==> config.mk <==
export PLATFORM = sky130hd
export DESIGN_NAME = p2s_arbiter
export DESIGN_NICKNAME = d
export VERILOG_FILES = /design/src/rtl/p2s_arbiter.sv
export SDC_FILE = /design/constraint.sdc
export NUM_CORES = 1
export LEC_CHECK = 0
export BUFFER_PORTS_ARGS = -buffer_cell sky130_fd_sc_hd__buf_2
export CAP_MARGIN = 5
export CORE_UTILIZATION = 44
export DETAILED_ROUTE_END_ITERATION = 8
export GPL_TIMING_DRIVEN = 0
export PLACE_DENSITY = 0.8
export SYNTH_ARGS = -nofsm -noshare
export SYNTH_HDL_FRONTEND = slang
export SYNTH_SLANG_ARGS = --single-unit
==> constraint.sdc <==
create_clock -name clk -period 2 [get_ports clk]
set_input_delay 0.3 -clock clk [delete_from_list [all_inputs] [get_ports clk]]
set_output_delay 0.3 -clock clk [all_outputs]
set_load 0.02 [all_outputs]
==> src/rtl/p2s_arbiter.sv <==
// rtl/p2s_arbiter.sv - two-channel arbiter sharing one P2S serializer
// Optional shadow-word refresh enabled by defining P2S_ARB_REFRESH_EN.
module p2s_arbiter #(
  parameter int DATA_BITS    = 64,
  parameter int TIMEOUT_BITS = 4,
  parameter int PRIO_FIXED   = 0
`ifdef P2S_ARB_REFRESH_EN
  ,
  parameter int REFRESH_BITS = 20
`endif
) (
  input  logic                 clk,
  input  logic                 rst,
  input  logic                 req0,
  input  logic [DATA_BITS-1:0] data0,
  output logic                 ack0,
  input  logic                 req1,
  input  logic [DATA_BITS-1:0] data1,
  output logic                 ack1,
  input  logic                 p2s_idle,
  output logic                 p2s_start,
  output logic [DATA_BITS-1:0] p2s_data,
  output logic [1:0]           grant,
  output logic                 busy,
  output logic                 err
);

  typedef enum logic [2:0] {IDLE, KICK, WAIT_BUSY, WAIT_DONE, ACK} state_t;

  localparam logic [TIMEOUT_BITS-1:0] TMAX = '1;

  state_t                  state;
  logic                    rr;
  logic [TIMEOUT_BITS-1:0] timer;
  logic                    pick1;

`ifdef P2S_ARB_REFRESH_EN
  logic [REFRESH_BITS-1:0] rcnt;
  logic                    rpend;
  logic                    svalid;
  logic                    rxfer;
  logic [DATA_BITS-1:0]    shadow;
`endif

  always_comb begin
    if (PRIO_FIXED != 0)
      pick1 = !req0;
    else if (req0 && req1)
      pick1 = rr;
    else
      pick1 = req1;
  end

  always_ff @(posedge clk) begin
    if (rst) begin
      state     <= IDLE;
      rr        <= 1'b0;
      timer     <= '0;
      ack0      <= 1'b0;
      ack1      <= 1'b0;
      p2s_start <= 1'b0;
      p2s_data  <= '0;
      grant     <= 2'b00;
      busy      <= 1'b0;
      err       <= 1'b0;
`ifdef P2S_ARB_REFRESH_EN
      rcnt      <= '0;
      rpend     <= 1'b0;
      svalid    <= 1'b0;
      rxfer     <= 1'b0;
      shadow    <= '0;
`endif
    end else begin
      p2s_start <= 1'b0;
      ack0      <= 1'b0;
      ack1      <= 1'b0;
      err       <= 1'b0;
      case (state)
        IDLE: begin
          if (p2s_idle && (req0 || req1)) begin
            p2s_data  <= pick1 ? data1 : data0;
            grant     <= pick1 ? 2'b10 : 2'b01;
            p2s_start <= 1'b1;
            busy      <= 1'b1;
            state     <= KICK;
          end
`ifdef P2S_ARB_REFRESH_EN
          else if (p2s_idle && rpend && svalid) begin
            // ownerless resend of the last good word; grant stays 00
            p2s_data  <= shadow;
            rxfer     <= 1'b1;
            p2s_start <= 1'b1;
            busy      <= 1'b1;
            state     <= KICK;
          end
`endif
        end
        KICK: begin
          timer <= '0;
          state <= WAIT_BUSY;
        end
        WAIT_BUSY: begin
          if (!p2s_idle) begin
            state <= WAIT_DONE;
          end else if (timer + 1'b1 == TMAX) begin
            err   <= 1'b1;
            grant <= 2'b00;
            busy  <= 1'b0;
            timer <= '0;
            state <= IDLE;
`ifdef P2S_ARB_REFRESH_EN
            if (rxfer) begin
              rxfer <= 1'b0;
              rpend <= 1'b0;
            end else
`endif
            rr <= ~rr;
          end else begin
            timer <= timer + 1'b1;
          end
        end
        WAIT_DONE: begin
          if (p2s_idle) begin
`ifdef P2S_ARB_REFRESH_EN
            if (rxfer) begin
              rxfer <= 1'b0;
              rpend <= 1'b0;
              busy  <= 1'b0;
              state <= IDLE;
            end else
`endif
            begin
              ack0  <= grant[0];
              ack1  <= grant[1];
              grant <= 2'b00;
              rr    <= ~rr;
              state <= ACK;
`ifdef P2S_ARB_REFRESH_EN
              shadow <= p2s_data;
              svalid <= 1'b1;
`endif
            end
          end
        end
        ACK: begin
          busy  <= 1'b0;
          state <= IDLE;
        end
        default: state <= IDLE;
      endcase
`ifdef P2S_ARB_REFRESH_EN
      // placed after the FSM so a wrap on the completion edge is not lost
      rcnt <= rcnt + 1'b1;
      if ((&rcnt) && svalid)
        rpend <= 1'b1;
`endif
    end
  end

endmodule

==> out/metrics.cfg, run 1 <==
[sta]
fin_crit_sh_pct=93.70
grt_setup_unrepaired=no
skew_ns=0.007167
worst_pin_slew_ns=0.6967
finalMaxSlewViolations=0
fmaxAchievable_ghz=0.5336
fin_crit_ns=1.874
slew_headroom_pct=53.56
fin_tns_setup_ns=0
setup_viol=0
hold_viol_final=0

[clock_network]
clkTransAtPathRegs_ns=0.08
cts_buffers=9
cts_root_buf=clkbuf_8
htree_levels=3
clock-sinks=79
cts_buffer_depth=2
cts_tree=yes
clkLatencyLatePin_ns=0.34

[floorplanning]
start_util_pct=46.29
core_mm2=0.007848
die_w_um=92.86
row_count=32
die_area_mm2=0.008622
ios=204
die_y_um=92.86

[power]
pwr-share-seq_pct=44.0
p_int_mw=2.850
p_clk_share_pct=31.7
p_sw_share_pct=30.13
power.density_mw_per_mm2=817.8
p_switching_mw=1.229
pwr-share-comb_pct=24.3
vdd_drop_max_mv=0.4005
power.leakage_nw=2.596

[detailed_routing]
drt_iter0_drc=89
drt_wl_total_mm=10.17
drc=0
drtAntennaViolNets=0
wl_met1_mm=4.118
dr_total_vias=3590
topRoutingLayerUsed=met4
routed-wl-met2_mm=5.313
drt_pre_antenna_iters=5
drt-wirelength-per-cell_um=14.82
met3WireLength_um=641
routed_via_density=5.233

[logic_synthesis]
synth.yosys.seq_area_share_pct=43.54
synth-compound-area-share_pct=20.36
yosysWarnings=0
synth_edf_count=0
synth.most_common_cell=dfxtp_1
synth_ff_type=dfxtp_1
synth_cell_types=42
synth_xor_area_share_pct=0
ys_seq_elements=79
synthesis.area_mm2=0.003632
yosysTopAreaCell=dfxtp_1
synth_fa_ha_area_share_pct=0.6889
synth_top_family_by_area=compound AO/OA/AOI/OAI gates
synthMuxAreaShare_pct=18.05
synth.area.top_cells=dfxtp_1 44%, mux2i_1 18%, a211oi_1 9.7%, nor2_1 7.0%, a211oi_2 6.2%
yosys-top-cells-count=79 x dfxtp_1, 68 x nor2_1, 64 x mux2i_1
synth_top_area_share_pct=43.54
synth_fp_nets=502
syn_inst=367
synth-simple-area-share_pct=12.71
syn_area_per_cell_um2=9.897
async_flop_share_pct=0

[place]
dp.cells=671
place.gp.congestion=0.8000
post-dp-hpwl_mm=7.835
io_buffers=202

[global_routing]
grt_antenna_before_repair=0
grt_pass1_wl_mm=16.08
grt_max_degree=13
grt.total_usage_pct=23.75
grt_overflow=0
grt_pass1_vias=3473

[worst_setup_path]
worstSetupEndpointType=flop
arrival_ns=2.11
crit_type=reg -> reg
crit_path_max_fanout=6
cp.required_ns=2.23
cp-start-kind=flop

[job]
drv_cap=0

[status]
outcome=completed

[cells_and_area]
fin_cells=686
syn_to_final_growth_pct=37.31
fin_nets=715
antennaDiodeCount=0
drive_gt1_share_pct=45.21
fill_cells=654

[min_path]
hold_class=in -> reg

[placed cells by master, fill, tap and decap left out, drive strengths merged]
cell type  Yosys  layout
a21oi          5       5
and3b          1       1
a211o          1       1
and3           2       2
a311o          1       1
a211oi        65      65
nor2b          3       3
nor3b          1       1
o41ai          1       1
and2           4       4
clkbuf         7      19
buf           23     224
o31a           1       1
mux2           1       1
a22o           1       1
o2111ai        1       1
dfxtp         79      79
or2            1       1
bufinv         0       2
o211ai         1       1
o221a          1       1
nor2          70      70
ha             2       2
o211a          1       1
nand3b         4       4
o32ai          1       1
nand2          3       3
inv            5       5
a31oi          3       3
o21ai          3       3
mux2i         64      64
or3            2       2
nor3           2       2
nand2b         7       7
clkinv         0       2
[final timing paths]
kind | slack (ns) | startpoint | to | depth (start not counted)
setup reg to reg | 0.13 | timer[0] | rr | 6
setup / recovery | 0.13 | timer[0] | rr | 6
hold reg to reg | 0.49 | grant[1] | ack1 | 1
hold / removal | 0.24 | p2s_idle | state[1] | 2
[repair_timing]
action	CTS	global route
endpoints found under the hold margin	0	0
hold buffers	0	0
setup buffers	0	0
setup endpoints to repair	0	2
gates resized for setup	0	2
[area by class of cell]
type                    count  area, um^2  share of cell area (%)
multi-input cells         253        1886                   37.81
flip-flops and latches     79        1582                   31.71
repair buffers            202        1011                   20.27
plain buffers              30       151.4                   3.036
clock buffers              11       141.4                   2.835
well taps                 102       127.6                   2.559
clock inverters             4       70.07                   1.405
inverters                   5       18.77                  0.3763
[flip-flops by register name, indices dropped and copies added, names as in the netlist, 2 cells and up]
| name | cells |
|---|---|
| state | 3 |
| grant | 2 |
| p2s_data | 64 |
| timer | 4 |
[layer usage]
metal / vias up / track usage [%]
met2: 127 / 42.46
met1: 1699 / 27.16
met5: - / 0
met3: 8 / 6.404
met4: 0 / 7.821
li1: 1756 / -
[logic make-up (layout without fill, tap and decap cells)]
logic type                 Yosys count  after routing
AOI/OAI and AO/OA                   86             86
adders and majority gates            2              2
buffers and inverters               35            252
DFF                                 79             79
muxes                               65             65
and+or+nand+nor                    100            100
[metrics by stage]
step | hold WS (ns) | setup WS, ns | cell area (um^2) | utilization [%] | power [mW]
floorplan | 0.4051 | 0.2745 | 3632 | - | 2.442
global placement | 0.4699 | 0.1350 | 4771 | 60.79 | 2.795
detailed placement | 0.4725 | 0.08336 | 4771 | 60.79 | 2.825
CTS | 0.2231 | 0.06446 | 4982 | 63.49 | 4.096
global route | 0.2425 | 0.005123 | 4987 | 63.55 | 4.271
finish | 0.2394 | 0.1260 | 4987 | 63.55 | 4.079
[worst max-delay path, stage by stage, from the launching register on]
cell and delay [ns]:
dfxtp_1 0.42, inv_1 0.06, ha_1 0.23, and2_0 0.20, a211o_1 0.35, nor2b_2 0.20, mux2_4 0.30
[power by group through the flow]
| stage | Combinational [mW] | Clock [mW] | Sequential, mW |
|---|---|---|---|
| after detailed placement | 0.995 | 0 | 1.83 |
| after CTS | 0.997 | 1.30 | 1.80 |
| final | 0.991 | 1.29 | 1.80 |
| after global routing | 1.08 | 1.38 | 1.81 |
| after global placement | 0.972 | 0 | 1.82 |
| after floorplan | 0.444 | 0 | 2.00 |
Note: power is estimated with default switching activity, not from simulation.
==> run 2: changes to the inputs <==
--- a/config.mk
+++ b/config.mk
@@ -7,10 +7,10 @@
 export LEC_CHECK = 0
 export BUFFER_PORTS_ARGS = -buffer_cell sky130_fd_sc_hd__buf_2
 export CAP_MARGIN = 5
-export CORE_UTILIZATION = 44
+export CORE_UTILIZATION = 40
 export DETAILED_ROUTE_END_ITERATION = 8
 export GPL_TIMING_DRIVEN = 0
-export PLACE_DENSITY = 0.8
+export PLACE_DENSITY = 0.76
 export SYNTH_ARGS = -nofsm -noshare
 export SYNTH_HDL_FRONTEND = slang
 export SYNTH_SLANG_ARGS = --single-unit
==> constraint.sdc (replaced) <==
create_clock -name clk -period 1.71 [get_ports clk]
set_input_delay 0.2565 -clock clk [delete_from_list [all_inputs] [get_ports clk]]
set_output_delay 0.2565 -clock clk [all_outputs]
set_load 0.02 [all_outputs]
==> run 2 against run 1 <==
Compared with the run above: sequential share of layout area fell by 0.89 points; non-clock buffer count rose by 14; core utilization fell by 4.7 points; highest routed layer unchanged; register-to-register slack got worse by 0.12 ns; flip-flop and latch count did not move; largest power group unchanged; die area rose by 9.8%; critical path type unchanged; global-route usage fell by 1.8 points; combinational power rose by 22%; first-iteration DRC count fell by 9.0%; design area rose by 3.4%; worst setup slack got worse by 0.12 ns; worst hold slack got worse by 0.052 ns.
==> out/metrics.cfg, run 2 (synthesis gave the netlist of run 1 again) <==
[detailed_routing]
drt-wirelength-per-cell_um=14.91
wl_met1_mm=4.323
dr_total_vias=3594
met3WireLength_um=713
drt_wl_total_mm=10.54
drt_pre_antenna_iters=4
routed_via_density=5.083
drc=0
drtAntennaViolNets=0
drt_iter0_drc=81
topRoutingLayerUsed=met4
routed-wl-met2_mm=5.324

[cells_and_area]
fin_cells=707
antennaDiodeCount=0
multi_input_area_mm2=0.001924
top_regs=p2s_data (64), timer (4), state (3)
top_register=p2s_data
largest_register_ffs=64
fill_cells=802
syn_to_final_growth_pct=41.96
layout_common_cells=210 x buf_2, 75 x dfxtp_1, 68 x nor2_1, 64 x mux2i_1, 47 x a211oi_1
fin_nets=729
finalInstanceArea_mm2=0.005156
final_common_cell=buf_2
drive_gt1_share_pct=48.41
seq_area_mm2=0.001589

[power]
pwr-share-seq_pct=44.8
vdd_drop_max_mv=0.5145
p_clk_share_pct=29.5
finalPower_mw=4.694
p_switching_mw=1.470
power.density_mw_per_mm2=910.3
p_sw_share_pct=31.33
power.leakage_nw=2.666
pwr-share-comb_pct=25.7
p_int_mw=3.223

[min_path]
hold_class=in -> reg
hold_path_depth=2
holdCritStartpoint=p2s_idle
hold_end=state[1]

[clock_network]
cts_root_buf=clkbuf_8
cts_buffers=9
cts_tree=yes
clkTransAtPathRegs_ns=0.08
clkLatencyLatePin_ns=0.35
clock-sinks=79
htree_levels=3
cts_buffer_depth=2

[worst_setup_path]
r2r_start=timer[0]
worstSetupEndpointType=flop
r2r_slack_ns=0.008
arrival_ns=1.98
ff2ff_path_depth=7
cp-start-kind=flop
crit_type=reg -> reg
crit_path_max_fanout=5
reg2reg_to=timer[0]
cp.required_ns=1.99

[sta]
setup_viol=0
worst_pin_slew_ns=0.6736
finalMaxSlewViolations=0
skew_ns=0.007597
grt_setup_unrepaired=yes
hold_viol_final=0
fin_crit_ns=1.702
fin_crit_sh_pct=99.55
fmaxAchievable_ghz=0.5875
fin_tns_setup_ns=0
slew_headroom_pct=55.09

[floorplanning]
ios=204
row_count=34
core_mm2=0.008763
die_w_um=97.29
start_util_pct=41.45
die_y_um=97.29
die_area_mm2=0.009465

[global_routing]
grt_max_degree=14
grt_overflow=0
grt_pass1_vias=3640
grt_pass1_wl_mm=16.71
grt_antenna_before_repair=0
grt.total_usage_pct=21.95

[place]
dp.cells=677
io_buffers=202
post-dp-hpwl_mm=7.917
post_dp_cell_area_mm2=0.004780
place.gp.congestion=0.7628

[status]
outcome=completed

[job]
drv_cap=0

run 2: changes by cell type in the layout (fill, tap and decap cells not counted), sizes merged:
| cell | previous run | this run |
|---|---|---|
| clkinvlp | 0 | 2 |
| clkbuf | 19 | 21 |
| clkinv | 2 | 3 |
| bufinv | 2 | 1 |
| buf | 224 | 235 |
run 2: power groups by stage:
stage / Clock, mW / Sequential, mW / Combinational (mW)
final: 1.39 / 2.10 / 1.21
after global placement: 0 / 2.13 / 1.14
after global routing: 1.51 / 2.12 / 1.30
after floorplan: 0 / 2.34 / 0.519
after CTS: 1.43 / 2.10 / 1.19
after detailed placement: 0 / 2.14 / 1.17
run 2: stage by stage:
stage | hold slack [ns] | util [%] | setup slack [ns]
after floorplan | 0.3616 | - | 0.0003427
after global placement | 0.4752 | 54.54 | -0.1400
after detailed placement | 0.4876 | 54.54 | -0.1927
after CTS | 0.1724 | 57.38 | -0.01274
after global routing | 0.1842 | 58.84 | -0.04299
final | 0.1873 | 58.84 | 0.007769
run 2: area by class of cell:
class | instances | area share (%)
repair buffers | 216 | 21.65
flip-flops and latches | 79 | 30.82
multi-input cells | 253 | 37.32
clock buffers | 10 | 2.669
clock inverters | 6 | 1.165
well taps | 108 | 2.621
plain buffers | 30 | 3.397
inverters | 5 | 0.3640
run 2: worst max path at each step:
stage,startpoint,endpoint,slack (ns),cells past startpoint
floorplan,timer[0],rr,0.0003,6
global placement,timer[0],rr,-0.14,6
detailed placement,timer[0],rr,-0.19,6
CTS,timer[0],rr,-0.01,6
global route,timer[0],timer[0],-0.04,7
finish,timer[0],timer[0],0.008,7
run 2: repair_timing:
| action | 4_1_cts | 5_1_grt |
|---|---|---|
| resized for setup | 9 | 17 |
| hold buffers | 0 | 0 |
| gates cloned | 0 | 0 |
| pin swaps | 2 | 6 |
| setup endpoints to repair | 43 | 55 |
| buffers inserted | 4 | 10 |
run 2: routing by layer:
layer | vias to the layer above | GRT usage [%]
li1 | 1781 | -
met1 | 1662 | 25.20
met2 | 132 | 38.89
met3 | 19 | 7.338
met4 | 0 | 5.882
met5 | - | 0
run 2: worst max-delay path, cell delays in order, from the launching register on:
cell	delay (ns)
dfxtp_4	0.39
inv_1	0.06
ha_2	0.20
and2_4	0.16
a211o_1	0.34
buf_4	0.15
o31a_1	0.27
nor2_1	0.08
